===== src/rtl/dac_frame_sequencer.sv =====
// Buffers channel-A/B samples and, on each frame tick, emits one A-then-B pair on an Avalon-ST source.
// Tick to srcValid is 2 cycles; srcRdy low holds the current beat stable, and ticks seen while busy are counted and dropped.
module dac_frame_sequencer #(
    parameter int DATA_WIDTH = 14,
    parameter int FIFO_DEPTH = 4,
    parameter int RATE_DIV   = 250,
    parameter int CNT_WIDTH  = 8
) (
    input  logic                  clk,
    input  logic                  reset,
    input  logic                  enable,
    input  logic                  clrCnt,
    input  logic                  aValid,
    input  logic [DATA_WIDTH-1:0] aData,
    output logic                  aRdy,
    input  logic                  bValid,
    input  logic [DATA_WIDTH-1:0] bData,
    output logic                  bRdy,
    output logic                  srcValid,
    output logic                  srcChannel,
    output logic [DATA_WIDTH-1:0] srcData,
    input  logic                  srcRdy,
    output logic [CNT_WIDTH-1:0]  underrunCntA,
    output logic [CNT_WIDTH-1:0]  underrunCntB,
    output logic [CNT_WIDTH-1:0]  tickMissCnt,
    output logic                  busy
);

    localparam int AW = $clog2(FIFO_DEPTH);
    localparam int DW = $clog2(RATE_DIV);

    localparam logic [1:0] ST_IDLE   = 2'd0;
    localparam logic [1:0] ST_LOAD   = 2'd1;
    localparam logic [1:0] ST_SEND_A = 2'd2;
    localparam logic [1:0] ST_SEND_B = 2'd3;

    logic [1:0]           state_q, state_d;
    logic [DW-1:0]        div_q, div_d;
    logic [CNT_WIDTH-1:0] miss_q, miss_d;
    logic                 tick;
    logic                 load;

    logic [1:0]            in_vld;
    logic [1:0]            rdy;
    logic [DATA_WIDTH-1:0] in_dat   [2];
    logic [DATA_WIDTH-1:0] frame    [2];
    logic [CNT_WIDTH-1:0]  urun     [2];

    assign in_vld    = {bValid, aValid};
    assign in_dat[0] = aData;
    assign in_dat[1] = bData;
    assign load      = (state_q == ST_LOAD);

    always_comb begin
        tick  = enable && (div_q == DW'(RATE_DIV - 1));
        div_d = '0;
        if (enable && !tick) begin
            div_d = div_q + 1'b1;
        end
    end

    always_comb begin
        state_d = state_q;
        case (state_q)
            ST_IDLE:   if (tick) state_d = ST_LOAD;
            ST_LOAD:   state_d = ST_SEND_A;
            ST_SEND_A: if (srcRdy) state_d = ST_SEND_B;
            ST_SEND_B: if (srcRdy) state_d = ST_IDLE;
            default:   state_d = ST_IDLE;
        endcase
    end

    always_comb begin
        miss_d = miss_q;
        if (clrCnt) begin
            miss_d = '0;
        end else if (tick && (state_q != ST_IDLE) && (miss_q != '1)) begin
            miss_d = miss_q + 1'b1;
        end
    end

    always_ff @(posedge clk or posedge reset) begin
        if (reset) begin
            state_q <= ST_IDLE;
            div_q   <= '0;
            miss_q  <= '0;
        end else begin
            state_q <= state_d;
            div_q   <= div_d;
            miss_q  <= miss_d;
        end
    end

    for (genvar ch = 0; ch < 2; ch++) begin : g_ch
        logic [DATA_WIDTH-1:0] mem_q [FIFO_DEPTH];
        logic [AW:0]           wr_q, wr_d, rd_q, rd_d;
        logic [DATA_WIDTH-1:0] frame_q, frame_d;
        logic [CNT_WIDTH-1:0]  urun_q, urun_d;
        logic                  rdy_q, rdy_d;
        logic                  push, pop, empty;

        assign push  = in_vld[ch] & rdy_q;
        assign empty = (wr_q == rd_q);
        assign pop   = load & ~empty;

        // Ready is registered from the next-cycle fill level, so a pop cannot open a slot combinationally.
        always_comb begin
            wr_d    = wr_q + (AW+1)'(push);
            rd_d    = rd_q + (AW+1)'(pop);
            rdy_d   = !((wr_d[AW] != rd_d[AW]) && (wr_d[AW-1:0] == rd_d[AW-1:0]));
            frame_d = pop ? mem_q[rd_q[AW-1:0]] : frame_q;
            urun_d  = urun_q;
            if (clrCnt) begin
                urun_d = '0;
            end else if (load && empty && (urun_q != '1)) begin
                urun_d = urun_q + 1'b1;
            end
        end

        always_ff @(posedge clk or posedge reset) begin
            if (reset) begin
                wr_q    <= '0;
                rd_q    <= '0;
                rdy_q   <= 1'b1;
                frame_q <= '0;
                urun_q  <= '0;
            end else begin
                wr_q    <= wr_d;
                rd_q    <= rd_d;
                rdy_q   <= rdy_d;
                frame_q <= frame_d;
                urun_q  <= urun_d;
            end
        end

        always_ff @(posedge clk) begin
            if (push) begin
                mem_q[wr_q[AW-1:0]] <= in_dat[ch];
            end
        end

        assign rdy[ch]   = rdy_q;
        assign frame[ch] = frame_q;
        assign urun[ch]  = urun_q;
    end

    assign aRdy         = rdy[0];
    assign bRdy         = rdy[1];
    assign underrunCntA = urun[0];
    assign underrunCntB = urun[1];
    assign tickMissCnt  = miss_q;
    assign busy         = (state_q != ST_IDLE);
    assign srcValid     = (state_q == ST_SEND_A) || (state_q == ST_SEND_B);
    assign srcChannel   = (state_q == ST_SEND_B);
    assign srcData      = (state_q == ST_SEND_A) ? frame[0] :
                          (state_q == ST_SEND_B) ? frame[1] : '0;

endmodule


===== config.mk =====
export PLATFORM = sky130hd
export DESIGN_NAME = dac_frame_sequencer
export DESIGN_NICKNAME = d
export VERILOG_FILES = /design/src/rtl/dac_frame_sequencer.sv
export SDC_FILE = /design/constraint.sdc
export NUM_CORES = 1
export LEC_CHECK = 0
export BUFFER_PORTS_ARGS = -buffer_cell sky130_fd_sc_hd__clkbuf_2
export CAP_MARGIN = 20
export CELL_PAD_IN_SITES_DETAIL_PLACEMENT = 2
export CELL_PAD_IN_SITES_GLOBAL_PLACEMENT = 2
export CORE_UTILIZATION = 40
export CTS_BUF_LIST = sky130_fd_sc_hd__clkbuf_8
export CTS_CLUSTER_DIAMETER = 150
export DETAILED_ROUTE_END_ITERATION = 6
export PLACE_DENSITY_LB_ADDON = 0.1
export SETUP_SLACK_MARGIN = 0.02
export SYNTH_ARGS = -nofsm -noshare
export SYNTH_HDL_FRONTEND = slang
export SYNTH_SLANG_ARGS = --single-unit
export TNS_END_PERCENT = 1

===== constraint.sdc =====
create_clock -name clk -period 2.5 [get_ports clk]
set_input_delay 0.5 -clock clk [delete_from_list [all_inputs] [get_ports clk]]
set_output_delay 0.5 -clock clk [all_outputs]
set_load 0.1 [all_outputs]

==> flow_metrics.env <==
export IMPL_status="finished clean"
export IMPL_crit_required_ns=2.00
export IMPL_slew_headroom_pct=58.5
export IMPL_max_freq_ghz=0.413
export IMPL_final_common_cell="edfxtp_1"
export IMPL_cts_max_level=4
export IMPL_first_pass_iters=4
export IMPL_grtUsageTotal_pct=19.7
export IMPL_wirelength_um=18300
export IMPL_grt_max_degree=77
export IMPL_synth_edff_count=112
export IMPL_fin_util_pct=49.3
export IMPL_remaining_drc_errors=0
export IMPL_dr_total_vias=4608
export IMPL_final_cell_mix="edfxtp_1 (112), dfrtp_1 (74), clkbuf_2 (62)"
export IMPL_hold_worst_slack_ns=0.0986
export IMPL_switchingPower_uw=4920
export IMPL_dpl_instance_area_mm2=0.00884
export IMPL_die_x_um=142
export IMPL_combPwrFrac_pct=45.2
export IMPL_synth_top_area_share_pct=43.2
export IMPL_gp_congestion=0.770
export IMPL_synth_ff_type="edfxtp_1"
export IMPL_tritoncts="built"
export IMPL_top_layer="met4"
export IMPL_met3WireLength_um=562
export IMPL_synth_net_count=540
export IMPL_synth_cell_types=39
export IMPL_final_nets=639
export IMPL_synth_top_cell_by_area="edfxtp_1"
export IMPL_crit_path_start_kind="flop"
export IMPL_wl_per_cell_um=21.3
export IMPL_die_area_mm2=0.0200
export IMPL_ir_worst_vdd_mv=1.41
export IMPL_viasPerCell=5.36
export IMPL_io_buffers=77
export IMPL_r2r_slack_ns=0.27
export IMPL_finalSetupViolCount=0
export IMPL_min_period_over_period_pct=96.9
export IMPL_power_density_mw_per_mm2=1280
export IMPL_clock_path_buffers=2
export IMPL_overflow=0
export IMPL_arrival_ns=1.92
export IMPL_r2r_end="bRdy"
export IMPL_p_total_uw=11900
export IMPL_finalMaxSlewViolations=0
export IMPL_cp_max_fo=10
export IMPL_grt_first_pass_wirelength_um=29100
export IMPL_hp_class="input port to async pin"
export IMPL_row_count=50
export IMPL_io_pins=78
export IMPL_start_util_pct=41.2
export IMPL_antenna_found_initial=0
export IMPL_cp_end_kind="output port"
export IMPL_drv_cap=0
export IMPL_pwr_share_seq_pct=37.8
export IMPL_cts_root_buf="clkbuf_8"
export IMPL_pwr_share_clk_pct=17.0
export IMPL_numClockSinks=188
export IMPL_core_area_mm2=0.0189
export IMPL_final_min_clock_period_ns=2.42
export IMPL_netlist_top_cells_area="edfxtp_1 (43%), dfrtp_1 (24%), mux4_2 (8.1%)"
export IMPL_met1_length_um=7700
export IMPL_wl_met2_um=9750
export IMPL_reg2reg_from="state_q[1]"
export IMPL_yosysSeqAreaShare_pct=67.6
export IMPL_clkTransAtPathRegs_ns=0.10
export IMPL_fp_dieH_um=142
export IMPL_p_leak_uw=0.00354
export IMPL_grt_pass1_vias=5246
export IMPL_place_hpwl_um=12400
export IMPL_worst_pin_slew_ns=0.618
export IMPL_hold_buffers=0
export IMPL_synthCells=487
export IMPL_rsz0062_at_grt="true"
export IMPL_yosysWarnings=0
export IMPL_synth_area_mm2=0.00779
export IMPL_finalClockSkew_ns=0.0139
export IMPL_ff2ff_path_depth=9
export IMPL_internal_power_uw=7020
export IMPL_filler_cell_count=1772
export IMPL_synthToLayoutAreaGrowth_pct=19.6
export IMPL_worstSkewPairLatency_ns=0.47
export IMPL_swShare_pct=41.2
export IMPL_cts_made_buffers=17
export IMPL_crit_type="flop to output port"
export IMPL_diodes=0
export IMPL_ys_ff_latch=188
export IMPL_antenna_left=0
export IMPL_fin_area_mm2=0.00931
export IMPL_drive_above_1_share_pct=35.4
export IMPL_hold_viol=0
export IMPL_avgSynthCellArea_um2=16.0
export IMPL_drt_iter0_drc=114
export IMPL_synth_async_reset_ratio_pct=40.4
[power groups by stage]
| stage | sequential (uW) | combinational [uW] | clock (uW) |
|---|---|---|---|
| after floorplan | 4480 | 3550 | 0 |
| after global placement | 4520 | 5170 | 0 |
| after detailed placement | 4570 | 5320 | 0 |
| after CTS | 4530 | 5450 | 2100 |
| after global routing | 4590 | 5740 | 2190 |
| final | 4510 | 5390 | 2030 |
[worst max path at each step]
stage	startpoint	endpoint	slack, ns	cells after the start
5_1_grt	state_q[0]	srcData[5]	-0.01	6
6_report	state_q[0]	srcData[3]	0.08	6
3_5_place_dp	g_ch[1].wr_q[0]	bRdy	0.33	9
3_3_place_gp	state_q[1]	aRdy	0.50	9
4_1_cts	state_q[0]	srcData[6]	0.02	6
2_1_floorplan	state_q[1]	srcData[1]	-0.20	4
[cell families after synthesis]
family / share of synthesized area [%]
buf+inv: 1.83
flops: 67.6
fa+ha+maj: 2.89
xor+xnor: 2.25
compound gates: 5.48
simple gates: 7.23
mux: 12.7
[worst max-delay path, stage by stage (launching register included)]
cell and delay (ns):
dfrtp_1 0.39, buf_4 0.13, ha_4 0.17, nor2b_1 0.18
buf_6 0.19, a22o_1 0.20, buf_12 0.19
[sequential cells by signal, summed over array words and instances, names as in the netlist]
name          count
aRdy              1
tickMissCnt       8
g_ch.wr_q         6
underrunCntB      8
underrunCntA      8
g_ch.mem_q      112
bRdy              1
g_ch.frame_q     28
div_q             8
state_q           2
g_ch.rd_q         6
[final cells by class]
class                           count  area (um^2)  share of cell area, %
Multi-Input combinational cell    265         2470                   26.6
Sequential cell                   188         5270                   56.6
Clock buffer                       17          234                   2.51
Tap cell                          260          325                   3.49
Inverter                           16         60.1                  0.645
Clock inverter                     15          160                   1.72
Timing Repair Buffer               98          788                   8.47
[synth_stat cells, drive strengths merged, types with 2 or more instances]
library cell,n
or3,8
edfxtp,112
nor3,6
mux4,28
xnor2,10
mux2i,3
a21oi,20
dfrtp,74
nand4b,2
nor3b,4
mux2,29
ha,18
nand2,22
dfstp,2
o21ai,13
nand3,19
buf,7
o31ai,10
nand4,8
nor2,14
xor2,10
o221a,2
o41ai,4
clkbuf,11
inv,16
and3,4
a22o,10
or4,13
o21bai,2
[per-stage QoR]
step	setup slack, ns	TNS [ns]	std cells
after global routing	-0.0105	-0.0341	859
final	0.0766	0	859
after floorplan	-0.200	-6.09	487
after global placement	0.496	0	825
after CTS	0.0238	0	859
after detailed placement	0.333	0	825
[per-layer routing]
layer / up-vias / track usage, %
met5: - / 0
met4: 0 / 6.45
li1: 2091 / -
met3: 22 / 3.98
met1: 2417 / 24.7
met2: 78 / 34.0
[what timing repair did]
| action | 4_1_cts | 5_1_grt |
|---|---|---|
| endpoints found under the setup margin | 14 | 12 |
| pin swaps | 0 | 1 |
| buffers inserted | 2 | 0 |
| gates resized for setup | 5 | 4 |
No activity file was read; power rests on OpenSTA's default activity.
